`src/rtl/drone_pkg.sv`:
```
`default_nettype none
// ----------------------------------------------------------------------
// drone_pkg - shared channel count, state encodings and width type
// Rev 1.0 - initial release
// ----------------------------------------------------------------------
package drone_pkg;

  localparam int NUM_CH  = 4;
  localparam int WIDTH_W = 11;

  typedef logic [WIDTH_W-1:0] width_t;

  typedef enum logic [1:0] {
    S_DISARMED = 2'b00,
    S_RUN      = 2'b01
  } state_t;

  // Throttle plus signed trim, saturated to the 0..255 byte range.
  function automatic logic [7:0] clamp_val(input logic [7:0] ch, input logic [7:0] off);
    logic [9:0] sum;
    sum = {2'b00, ch} + {{2{off[7]}}, off};
    if (sum[9])
      return 8'd0;
    else if (sum[8])
      return 8'hFF;
    else
      return sum[7:0];
  endfunction

endpackage
`default_nettype wire

```
`src/rtl/pwm_chan.sv`:
```
`default_nettype none
// ----------------------------------------------------------------------
// pwm_chan - one PWM channel: width calc, shadow/active widths, comparator
// Rev 1.0 - initial release
// ----------------------------------------------------------------------
module pwm_chan
  import drone_pkg::*;
#(
  parameter int MIN_US  = 1000,
  parameter int MAX_US  = 2000,
  parameter int STEP_US = 4
) (
  input  logic        clk,
  input  logic        reset,
  input  logic        capture,
  input  logic        load,
  input  logic        force_min,
  input  logic [7:0]  ch,
  input  logic [7:0]  off,
  input  logic [14:0] us_cnt,
  output logic        pulse
);

  localparam width_t MIN_W = width_t'(MIN_US);
  localparam width_t MAX_W = width_t'(MAX_US);

  logic [7:0]  val;
  logic [15:0] raw;
  width_t      width;
  width_t      shadow;
  width_t      active;

  always_comb begin
    val   = clamp_val(ch, off);
    raw   = 16'(MIN_US) + 16'(STEP_US) * 16'(val);
    width = (raw > 16'(MAX_US)) ? MAX_W : raw[WIDTH_W-1:0];
  end

  // The comparator only ever sees active, so a capture mid-period never glitches the pulse.
  always_ff @(posedge clk) begin
    if (reset) begin
      shadow <= MIN_W;
      active <= MIN_W;
    end else begin
      if (capture)
        shadow <= width;
      if (load)
        active <= force_min ? MIN_W : shadow;
    end
  end

  assign pulse = ({4'd0, active} > us_cnt);

endmodule
`default_nettype wire

```
`src/rtl/pwm_channel_gen.sv`:
```
`default_nettype none
// ----------------------------------------------------------------------
// pwm_channel_gen - 4-channel ESC/servo PWM generator fed by the frame decoder
// Optional data-timeout failsafe enabled by defining FAILSAFE_EN.  Rev 1.0
// ----------------------------------------------------------------------
module pwm_channel_gen
  import drone_pkg::*;
#(
  parameter int CLKS_PER_US     = 50,
  parameter int PERIOD_US       = 20000,
  parameter int MIN_US          = 1000,
  parameter int MAX_US          = 2000,
  parameter int STEP_US         = 4
`ifdef FAILSAFE_EN
  ,
  parameter int TIMEOUT_PERIODS = 25
`endif
) (
  input  logic       clk,
  input  logic       reset,
  input  logic       sink_data_valid,
  input  logic [7:0] sink_CH1data,
  input  logic [7:0] sink_CH2data,
  input  logic [7:0] sink_CH3data,
  input  logic [7:0] sink_CH4data,
  input  logic [7:0] sink_offset1data,
  input  logic [7:0] sink_offset2data,
  input  logic [7:0] sink_offset3data,
  input  logic [7:0] sink_offset4data,
  output logic [3:0] pwm_out,
  output logic       armed,
  output logic       period_start,
  output logic       failsafe
);

  localparam int PRE_W = (CLKS_PER_US > 1) ? $clog2(CLKS_PER_US) : 1;

  logic [PRE_W-1:0]  prescaler;
  logic [14:0]       us_cnt;
  logic              pre_wrap;
  logic              boundary;
  logic              prev_valid;
  logic              data_edge;
  logic              force_min;
  logic              arm_req;
  logic [NUM_CH-1:0] chan_pulse;
  logic [7:0]        ch_bus  [NUM_CH];
  logic [7:0]        off_bus [NUM_CH];
  state_t            state;
  state_t            state_next;

  assign ch_bus[0]  = sink_CH1data;
  assign ch_bus[1]  = sink_CH2data;
  assign ch_bus[2]  = sink_CH3data;
  assign ch_bus[3]  = sink_CH4data;
  assign off_bus[0] = sink_offset1data;
  assign off_bus[1] = sink_offset2data;
  assign off_bus[2] = sink_offset3data;
  assign off_bus[3] = sink_offset4data;

  assign pre_wrap = (prescaler == PRE_W'(CLKS_PER_US - 1));

  always_ff @(posedge clk) begin
    if (reset) begin
      prescaler <= '0;
      us_cnt    <= '0;
    end else if (pre_wrap) begin
      prescaler <= '0;
      us_cnt    <= (us_cnt == 15'(PERIOD_US - 1)) ? 15'd0 : us_cnt + 15'd1;
    end else begin
      prescaler <= prescaler + 1'b1;
    end
  end

  assign boundary     = (prescaler == '0) && (us_cnt == '0);
  assign period_start = boundary && !reset;

  // The decoder toggles rather than pulses, so either transition means new data.
  always_ff @(posedge clk) begin
    if (reset)
      prev_valid <= 1'b0;
    else
      prev_valid <= sink_data_valid;
  end

  assign data_edge = sink_data_valid ^ prev_valid;

  for (genvar n = 0; n < NUM_CH; n++) begin : g_chan
    pwm_chan #(
      .MIN_US  (MIN_US),
      .MAX_US  (MAX_US),
      .STEP_US (STEP_US)
    ) u_chan (
      .clk       (clk),
      .reset     (reset),
      .capture   (data_edge),
      .load      (boundary),
      .force_min (force_min),
      .ch        (ch_bus[n]),
      .off       (off_bus[n]),
      .us_cnt    (us_cnt),
      .pulse     (chan_pulse[n])
    );
  end

  always_ff @(posedge clk) begin
    if (reset)
      arm_req <= 1'b0;
    else if (state == S_RUN)
      arm_req <= 1'b0;
    else if (data_edge)
      arm_req <= 1'b1;
  end

  always_ff @(posedge clk) begin
    if (reset)
      state <= S_DISARMED;
    else
      state <= state_next;
  end

  always_comb begin
    state_next = state;
    pwm_out    = '0;
    armed      = 1'b0;
    case (state)
      S_DISARMED: begin
        if (boundary && arm_req)
          state_next = S_RUN;
      end
      S_RUN: begin
        pwm_out = chan_pulse;
        armed   = 1'b1;
      end
      default: state_next = S_DISARMED;
    endcase
  end

`ifdef FAILSAFE_EN
  localparam int TO_W = $clog2(TIMEOUT_PERIODS + 1);

  logic [TO_W-1:0] period_cnt;
  logic            fs_active;
  logic            timeout_hit;

  assign timeout_hit = boundary && !data_edge && !fs_active &&
                       (period_cnt == TO_W'(TIMEOUT_PERIODS - 1));
  // The boundary that reaches the timeout already idles the motors.
  assign force_min   = !data_edge && (fs_active || timeout_hit);

  always_ff @(posedge clk) begin
    if (reset) begin
      period_cnt <= '0;
      fs_active  <= 1'b0;
    end else if (data_edge) begin
      period_cnt <= '0;
      fs_active  <= 1'b0;
    end else if (boundary && !fs_active) begin
      period_cnt <= period_cnt + 1'b1;
      if (timeout_hit)
        fs_active <= 1'b1;
    end
  end

  assign failsafe = fs_active;
`else
  assign force_min = 1'b0;
  assign failsafe  = 1'b0;
`endif

endmodule
`default_nettype wire

```
`config.mk`:
```
export PLATFORM = sky130hd
export DESIGN_NAME = pwm_channel_gen
export DESIGN_NICKNAME = d
export VERILOG_FILES = /design/src/rtl/drone_pkg.sv /design/src/rtl/pwm_chan.sv /design/src/rtl/pwm_channel_gen.sv
export SDC_FILE = /design/constraint.sdc
export NUM_CORES = 1
export LEC_CHECK = 0
export ABC_AREA = 1
export BUFFER_PORTS_ARGS = -buffer_cell sky130_fd_sc_hd__buf_4
export CORE_UTILIZATION = 45
export DETAILED_ROUTE_END_ITERATION = 16
export PLACE_DENSITY_LB_ADDON = 0.15
export SLEW_MARGIN = 20
export SYNTH_ARGS = -nofsm -noshare
export SYNTH_HDL_FRONTEND = slang
export SYNTH_SLANG_ARGS = --single-unit
```
`constraint.sdc`:
```
create_clock -name clk -period 5.4 [get_ports clk]
set_clock_uncertainty 0.1 [all_clocks]
set_input_delay 1.08 -clock clk [delete_from_list [all_inputs] [get_ports clk]]
set_output_delay 1.08 -clock clk [all_outputs]
set_load 0.05 [all_outputs]
```
# Yosys cells after proc, flatten, opt, wreduce, memory -nomap -nowiden
# Index checks and enable logic that the tools add are counted.
# op_classes
n_lt_le_gt_ge	8
n_addsub	10
n_bitwise	2
n_eq_ne	4
mux	17
n_reduce_logical	10
# ops
cell	count
> comparator 16 x 11 -> 1 bit, second input constant	4
2-to-1 mux 8 bit	8
> comparator 11 x 15 -> 1 bit	4
adder 10 x 10 -> 11 bit, first input constant	4
2-to-1 mux 11 bit	4
adder 9 x 8 -> 10 bit	4
adder 15 x 1 -> 15 bit, second input constant	1
equality test 15 bit, second input constant	1
zero test 15 bit	1
2-to-1 mux 15 bit	1
adder 6 x 1 -> 6 bit, second input constant	1
equality test 6 bit, second input constant	1
zero test 6 bit	1
2-to-1 mux 4 bit	1
one-hot mux 2 bit (2 select lines)	1
OR reduction 2 bit	2
logical AND 1 bit	3
equality test 2 x 1 -> 1 bit, second input constant	1
zero test 2 bit	1
2-to-1 mux 2 bit	1
!= test 2 bit, second input constant	1
AND reduction 2 bit	1
zero test 1 bit	1
2-to-1 mux 1 bit	1
other kinds (2)	2
# totals
wordCells	64
ff_bits	113
out_inout_bits	7

# Longest topological paths before layout
# Gate-level depths: netlist of the first run.
# logic_depth
ltp_word	6
depth_mapped	22
ltp_nobuf	22

# Cells and area by module
# Synthesis of the first run repeated with hierarchy kept, for this count alone.
# unflattened
cells_unflattened	1306
hier_area_um2	8474.4
# by_module_without_submodules
mod	instances	cells_each	area_per_inst_um2
pwm_chan	4	272	1760.4
pwm_channel_gen	1	218	1432.6

# Worst setup path before layout of the first run
# No wires, ideal clock.
# synth_path
kind	reg-to-output
start	register us_cnt[6]
end	output port pwm_out[2]
required_ps	4220
path_buffers	0
path_stages_with_launch	10
t_arrival_ps	2687
path_slack_ps	1533
cell_sequence	dfxtp_1 > inv_1 > ha_1 > nand2_1 > nor2_1 > inv_1 > o221a_2 > o21ai_0 > nand3_1 > a221oi_1
# synth_between
elab_chain_cells	2
# synth_rtl
element	line	rtl
from (decl)	pwm_channel_gen.sv:39	logic [14:0] us_cnt;
from (signal assigned)	pwm_channel_gen.sv:69	us_cnt <= (us_cnt == 15'(PERIOD_US - 1)) ? 15'd0 : us_cnt + 15'd1;
> comparator 11 x 15 -> 1 bit	pwm_chan.sv:52	assign pulse = ({4'd0, active} > us_cnt);
2-to-1 mux 4 bit	pwm_channel_gen.sv:126	case (state)
to (decl)	pwm_channel_gen.sv:30	output logic [3:0] pwm_out,
# Every way passes these cells.

# Final worst setup path of the first run
# Same ends and word-level chain as after synthesis.

==> run metrics, run 1 <==
count of final hold-check violations=0; relative slew slack=0.412; Critical R2R Launch=us_cnt[0]; GRT Max-Usage Layer=met2; clock group share of total power=0.296; Non-Filler Cell Area, Final=slightly below 0.009 mm²; Final ANT Viol Nets=0; final non-filler cell total=1,460; CP endpoint kind=primary output; worst min-delay path class=reg2reg; Post-DP Area=approximately 0.0085 mm²; initial antenna violation count=0; final period utilization=0.699; Die W=roughly 130 µm; Synth Flop Type=dfxtp_1; die height=133 µm; max-cap violation count=0; CTS max path bufs=2; detailed placer's ending HPWL=between 10,000 and 15,000 µm; ys async rst share=0; syn_area_per_cell=about 6.6 µm²; Mapped Cells=roughly 1,200; critical path launch point=us_cnt[6]; share of cells above drive strength 1=0.157; cts hold-fix bufs=0; fin worst setup slack=1.63 ns; Final setup viols=0; largest net degree at the start of global routing=between 60 and 70; Post-synth EDFFs=0; clock sinks=between 90 and 100; Core ar.=0.0167 mm²; Int Pwr=between 1 and 1.5 mW; via count=7,346; drt drc=0; postcts setup bufs=0; WL per Instance=about 12 µm; number of global-route vias before repair=6,829; Final Max Slew Viols=0; startpoint type of the worst setup path=register; RePlAce Congestion=between 0.8 and 0.9; switching part of the total power=0.353; First-pass DRT Iterations=5; GRT Resource Usage Total=0.205; fmax=~260 MHz; final setup TNS=0 ns; area of the multi-input gates=0.00513 mm²; first-pass GRT wire length=between 30,000 and 40,000 µm; Lkg Pwr=approximately 4.5 nW; Critical Path RT=4.22 ns; Slew @ Worst Pin=0.879 ns; post-CTS resize count=0; WL final=17,100 µm; clock-pin slew on the worst setup and hold paths=about 0.070 ns; ant diodes=0; area added between synthesis and finish=13.5%; synthesized flop and latch total=between 90 and 100; grt met3 use=0.0247; Final Power=about 2.3 mW; combinational share of power=0.349; unrepaired setup endpoints after global routing=no; outcome=finished clean; Cell Pwr Density=~260 mW/mm²; root buffer cell=clkbuf_16; peak supply drop=between 0.15 and 0.2 mV; I/O Buffers=roughly 70; Sw Pwr=0.813 mW; sequential area share after synthesis=0.248; Crit Path Class=reg2out; post-layout util=0.527; Final min period=3.77 ns; global route overflow=0; # fillers=about 1,800; WP data arrival=around 2.6 ns; nets@finish=1,387; total CTS buffers=9; pre-CTS setup slack=1.57 ns; Via density=between 5 and 6; syn nets=about 1,300; Hold Crit Start=g_chan[2].u_chan.shadow[3]; share of power burned in registers=0.354; met1 usage=0.274; synthesized area=a little under 0.008 mm²; Clock Latency Late Sink=between 0.3 and 0.4 ns; critical path fanouts, max=6; Syn. warnings=0; First DRT Iteration DRCs=about 340; CTS tree=done; site row count=47; total die area=0.0177 mm²; placed cell count=roughly 1,400; CTS H-tree lvls=3; Synth cell types=45; IO Pins=74; hold slack=~0.36 ns; met2 usage=0.345; register area=0.00192 mm²; Starting Density=0.464
==> registers in the layout (all words and copies together), names as in the netlist <==
signal,flops
prescaler,6
arm_req,1
g_chan.u_chan.shadow,36
prev_valid,1
g_chan.u_chan.active,36
state,1
us_cnt,15
==> cells in the final DEF, fill, tap and decap left out, drive strengths merged, types with 24 or more instances in the layout <==
cell type / synthesis / routed
nor2: 88 / 88
nand3: 102 / 102
ha: 81 / 81
inv: 152 / 153
dfxtp: 96 / 96
nand2: 389 / 389
o21ai: 37 / 37
a21oi: 66 / 66
o211ai: 24 / 24
buf: 3 / 76
==> cell families (layout without fill, tap and decap cells) <==
kind of cell | Yosys count | count (layout) | share of synthesized area
simple gates | 644 | 644 | 0.381
buf+inv | 179 | 245 | 0.0891
compound gates | 156 | 156 | 0.125
flops | 96 | 96 | 0.248
fa+ha+maj | 85 | 85 | 0.141
xor+xnor | 13 | 13 | 0.0147
other cells | 1 | 1 | 0.000484
==> layer usage <==
metal | share of wire | wire [µm]
met2 | 0.45 | 7730
met1 | 0.50 | 8640
met5 | 0 | 0
met3 | 0.029 | 498
met4 | 0.014 | 246
==> cell type report <==
type | count | share of cell area
Multi-Input combinational cell | 899 | 0.584
Sequential cell | 96 | 0.218
Inverter | 153 | 0.0653
Timing Repair Buffer | 76 | 0.0649
Tap cell | 220 | 0.0313
Clock buffer | 9 | 0.0256
Clock inverter | 7 | 0.0107
==> power by group through the flow <==
stage	combinational [mW]	clock [mW]	sequential, mW
after floorplan	0.628	0	0.822
after CTS	0.811	0.699	0.817
final	0.804	0.682	0.816
after detailed placement	0.807	0	0.833
after global placement	0.797	0	0.831
after global routing	0.933	0.730	0.826
==> critical path, stage by stage (launching register included) <==
cell	delay, ns
dfxtp_1	0.43
inv_1	0.18
ha_1	0.34
nand2_1	0.07
nor2_1	0.10
inv_1	0.06
o221a_2	0.23
o21ai_0	0.15
nand3_1	0.09
a221oi_1	0.32
buf_4	0.26
==> synthesized netlist by cell type (11+ instances only) <==
library cell  instances  area [µm²]
nand3_2              15         150
nor2_2               11        68.8
nand2_2              37         231
nand4_1              17         106
nand3_1              87         435
dfxtp_1              96        1920
clkbuf_1             23        86.3
nor2_1               77         289
a21oi_1              55         275
inv_1               139         522
nand2_1             348        1310
o21bai_1             12        90.1
o21ai_0              33         165
ha_1                 81        1010
inv_2                13        48.8
o211ai_1             24         180
a21oi_2              11        96.3
nor3_1               19        95.1
==> worst paths after layout <==
| kind | cells past startpoint | endpoint | slack (ns) |
|---|---|---|---|
| worst max register to register | 9 | g_chan[0].u_chan.active[10] | 2.45 |
| worst max-delay path | 10 | pwm_out[2] | 1.63 |
| worst min-delay path | 2 | g_chan[2].u_chan.active[3] | 0.36 |
| worst min register to register | 2 | g_chan[2].u_chan.active[3] | 0.36 |
(Power assumes the default switching activity.)
==> inputs of run 2 (changes only) <==
clock period = 3.9 ns   (was 5.4 ns; I/O delays follow)
==> run 2 against run 1 <==
  * Setup slack worse by 1.2 ns
  * Critical path depth did not move
  * Clock power up 32%
  * Wire length up 0.19%
  * Die area stayed put
  * Sequential cell count is the same
  * Register-to-register slack got worse by 1.0 ns
==> run metrics, run 2 (synthesized netlist as in run 1, its figures left out) <==
outcome=finished clean; RePlAce Congestion=~0.84; Largest regs=g_chan.u_chan.active x36, g_chan.u_chan.shadow x36, us_cnt x15; fmax=between 200 and 300 MHz; Via density=~5; drt drc=0; WL per Instance=~12 µm; number of global-route vias before repair=~6,600; IO Pins=74; clock sinks=96; postcts setup bufs=0; WL final=~17,000 µm; Final ANT Viol Nets=0; global route overflow=0; unrepaired setup endpoints after global routing=no; total CTS buffers=9; total die area=0.0177 mm²; max-cap violation count=0; final period utilization=0.888; Crit path depth=10; Clock Latency Late Sink=about 0.35 ns; pre-CTS setup slack=between 0.3 and 0.4 ns; CTS tree=done; relative slew slack=0.448; most frequent CP cell=inv_1; Worst R2R Path Depth=11; ant diodes=0; Die W=approximately 130 µm; root buffer cell=clkbuf_16; via count=around 7,300; initial antenna violation count=0; WP data arrival=roughly 2.6 ns; first-pass GRT wire length=29,800 µm; CP cell instances=inv_1 > ha_1 > nand2_1 > nor2_1 > inv_1 > o221a_2 > o21ai_0 > nand3_1 > a221oi_1 > buf_4; Slew @ Worst Pin=approximately 0.82 ns; First DRT Iteration DRCs=370; commonest cells after routing, fill and taps aside=nand2_1, inv_1, dfxtp_1, nand3_1, ha_1; CTS H-tree lvls=3; reg2reg setup slack=~1.4 ns; I/O Buffers=around 70; largest net degree at the start of global routing=47; nets@finish=1,391; Final Power=about 3.2 mW; Critical R2R Launch=us_cnt[0]; GRT Resource Usage Total=0.202; post-CTS resize count=0; delay of the slowest cell on the worst path=~0.43 ns; count of final hold-check violations=0; startpoint type of the worst setup path=register; Final Max Slew Viols=0; worst min-delay path class=reg2reg; area added between synthesis and finish=13.7%; Final min period=between 3 and 4 ns; Final setup viols=0; share of cells above drive strength 1=0.160; critical path launch point=us_cnt[6]; delay-heaviest family, CP=compound AO/OA/AOI/OAI gates; die height=133 µm; worst path bufs/invs=3; critical path fanouts, max=6; Crit Path Class=reg2out; CTS max path bufs=2; CP endpoint kind=primary output; hold slack=0.367 ns; placed cell count=between 1,000 and 1,500; cts hold-fix bufs=0; clock-pin slew on the worst setup and hold paths=~0.070 ns; Lkg Pwr=between 4 and 5 nW; detailed placer's ending HPWL=13,500 µm; Cell Pwr Density=approximately 360 mW/mm²; most common cell after layout, fill and taps aside=nand2_1; Core ar.=0.0167 mm²; Worst Setup EP=pwm_out[2]; reg-to-reg endpoint=g_chan[2].u_chan.active[10]; fin worst setup slack=about 0.44 ns; peak supply drop=0.210 mV; final non-filler cell total=roughly 1,500; final setup TNS=0 ns; First-pass DRT Iterations=5; Starting Density=0.464; site row count=47; CP max stage cell=dfxtp_1; Critical Path RT=3.02 ns
-- run 2: per-layer routing --
layer  global-route usage  wire length [µm]  up-vias
li1                     -                 -     3970
met1                0.275              8800     3240
met4               0.0518               202        0
met3               0.0293               510       18
met5                    0                 0        -
met2                0.334              7630      100
-- run 2: cell type report --
class                   count  area (µm²)
clock buffers              10         239
clock inverters             6        66.3
fillers                  1747        7890
inverters                 153         574
multi-input cells         899        5130
flip-flops and latches     96        1920
well taps                 220         275
repair buffers             80         601
-- run 2: worst min path at each step --
stage                                           from                         end  slack [ns]  cells past startpoint
final                     g_chan[3].u_chan.shadow[5]  g_chan[3].u_chan.active[5]        0.37                      2
after global routing      g_chan[3].u_chan.shadow[2]  g_chan[3].u_chan.shadow[2]        0.39                      2
after CTS                 g_chan[1].u_chan.shadow[2]  g_chan[1].u_chan.shadow[2]        0.37                      2
after detailed placement                     arm_req                    state[0]        0.35                      1
after global placement    g_chan[3].u_chan.shadow[5]  g_chan[3].u_chan.active[5]        0.35                      2
after floorplan           g_chan[0].u_chan.shadow[3]  g_chan[0].u_chan.active[3]        0.33                      2
-- run 2: stage by stage --
| stage | utilization | instance area, µm² |
|---|---|---|
| after floorplan | - | 7750 |
| after global placement | 0.509 | 8510 |
| after detailed placement | 0.509 | 8510 |
| after CTS | 0.528 | 8810 |
| after global routing | 0.528 | 8810 |
| final | 0.528 | 8810 |
-- run 2: power by group --
group          internal, mW  total [mW]  switching (mW)  leakage (nW)
combinational         0.427        1.12           0.693          3.58
sequential             1.08        1.13          0.0506         0.793
clock                 0.515       0.901           0.386         0.141
total                  2.02        3.15            1.13          4.51
-- run 2: tightest hold or removal path, cell delays in order (launching register included) --
cell	delay, ns
dfxtp_1	0.33
nand2_1	0.05
nand3_1	0.06
==> inputs of run 3 (changes only) <==
==> constraint.sdc (replaced) <==
create_clock -name clk -period 3.9 [get_ports clk]
set_clock_uncertainty 0.1 [all_clocks]
set_input_delay 0.195 -clock clk [delete_from_list [all_inputs] [get_ports clk]]
set_output_delay 0.195 -clock clk [all_outputs]
set_load 0.05 [all_outputs]
==> run 3 against run 2 <==
  * Worst hold slack worse by 0.26 ns
  * Utilization is 0.44 points higher
  * Combinational power about the same
  * Sequential cell count is the same
  * Critical path type unchanged
  * Critical endpoint unchanged
==> run metrics, run 3 (synthesized netlist as in run 1, its figures left out) <==
Lkg Pwr=approximately 4.6 nW; cts hold-fix bufs=1; Int Pwr=approximately 2.2 mW; initial antenna violation count=0; final setup TNS=0 ns; area added between synthesis and finish=14.7%; detailed placer's ending HPWL=approximately 13,000 µm; Core ar.=between 0.015 and 0.02 mm²; placed cell count=about 1,400; final period utilization=0.740; CP max stage cell=dfxtp_1; combinational share of power=0.334; site row count=47; Cell Pwr Density=roughly 380 mW/mm²; reg-to-reg endpoint=g_chan[2].u_chan.active[9]; fmax=approximately 350 MHz; die height=133 µm; unrepaired setup endpoints after global routing=no; commonest cells after routing, fill and taps aside=nand2_1, inv_1, dfxtp_1, nand3_1, ha_1; Largest regs=g_chan.u_chan.active x36, g_chan.u_chan.shadow x36, us_cnt x15; delay of the slowest cell on the worst path=approximately 0.44 ns; final non-filler cell total=approximately 1,500; Final Max Slew Viols=0; reg2reg setup slack=1.42 ns; Hold Crit Start=reset; clock-pin slew on the worst setup and hold paths=about 0.07 ns; startpoint type of the worst setup path=register; root buffer cell=clkbuf_16; CTS tree=done; most frequent CP cell=inv_1; share of cells above drive strength 1=0.159; Final min period=slightly below 3 ns; Worst R2R Path Depth=11; count of final hold-check violations=0; Critical R2R Launch=us_cnt[0]; outcome=finished clean; Final Power=about 3.3 mW; pre-CTS setup slack=about 0.95 ns; postcts setup bufs=0; peak supply drop=about 0.34 mV; post-CTS resize count=0; WP data arrival=between 2 and 3 ns; drt drc=0; CTS max path bufs=2; WL final=17,100 µm; Worst Hold Depth=2; GRT Resource Usage Total=0.204; total CTS buffers=9; Via density=5.01; Critical Path RT=around 3.6 ns; max-cap violation count=0; clock group share of total power=0.328; number of global-route vias before repair=~6,700; global route overflow=0; Die W=roughly 130 µm; WL per Instance=11.7 µm; most common cell after layout, fill and taps aside=nand2_1; Slew @ Worst Pin=between 0.8 and 0.9 ns; Starting Density=0.464; first-pass GRT wire length=slightly above 30,000 µm; Crit Path Class=reg2out; Hold Path End=g_chan[1].u_chan.shadow[2]; critical path fanouts, max=6; switching part of the total power=0.337; I/O Buffers=between 70 and 80; fin worst setup slack=between 1 and 1.5 ns; First-pass DRT Iterations=5; share of power burned in registers=0.338; CP cell instances=inv_1 > ha_1 > nand2_1 > nor2_1 > inv_1 > o221a_2 > o21ai_0 > nand3_1 > a221oi_1 > buf_4; ant diodes=0; RePlAce Congestion=0.837; First DRT Iteration DRCs=~350; CP endpoint kind=primary output; Final setup viols=0; Sw Pwr=1.13 mW; largest net degree at the start of global routing=53; worst min-delay path class=in2reg; delay-heaviest family, CP=compound AO/OA/AOI/OAI gates; relative slew slack=0.451; total die area=about 0.018 mm²; hold slack=0.105 ns; via count=7,331; Clock Latency Late Sink=0.35 ns; CTS H-tree lvls=3; clock sinks=between 90 and 100; IO Pins=between 70 and 80; nets@finish=around 1,400; worst path bufs/invs=3; Final ANT Viol Nets=0
==> run 3: changes by cell type in the layout (fill, tap and decap cells not counted) <==
cell	before	now
clkinv_2	1	0
bufinv_16	1	4
clkinvlp_4	3	0
dlygate4sd3_1	0	1
buf_4	80	79
inv_6	1	2
==> run 3: cell type report <==
type / count / area [µm²]
fillers: 1714 / 7820
multi-input cells: 899 / 5130
flip-flops and latches: 96 / 1920
repair buffers: 80 / 603
inverters: 153 / 574
well taps: 220 / 275
clock buffers: 10 / 239
clock inverters: 6 / 138
==> run 3: stage by stage <==
stage / utilization / instance area, µm²
CTS: 0.532 / 8890
floorplan: - / 7750
global route: 0.532 / 8890
finish: 0.532 / 8890
detailed placement: 0.509 / 8500
global placement: 0.509 / 8500
==> run 3: how the worst max path moves through the flow <==
| stage | endpoint | from | depth (start not counted) |
|---|---|---|---|
| 5_1_grt | pwm_out[2] | us_cnt[6] | 10 |
| 3_5_place_dp | g_chan[3].u_chan.shadow[3] | sink_CH4data[0] | 22 |
| 6_report | pwm_out[2] | us_cnt[6] | 10 |
| 2_1_floorplan | pwm_out[2] | us_cnt[6] | 9 |
| 4_1_cts | pwm_out[2] | us_cnt[6] | 10 |
| 3_3_place_gp | g_chan[3].u_chan.shadow[3] | sink_CH4data[0] | 22 |
==> run 3: layer usage <==
layer  part of all wire  up-vias  GRT usage
li1                   -     3970          -
met1               0.51     3224      0.280
met2               0.44      121      0.334
met3              0.036       16     0.0251
met4              0.014        0     0.0581
met5                  0        -          0
==> run 3: power by group through the flow <==
stage	combinational [mW]	clock [mW]	sequential (mW)
3_5_place_dp	1.12	0	1.15
5_1_grt	1.30	1.16	1.14
2_1_floorplan	0.870	0	1.14
6_report	1.12	1.10	1.13
3_3_place_gp	1.11	0	1.15
4_1_cts	1.13	1.12	1.13
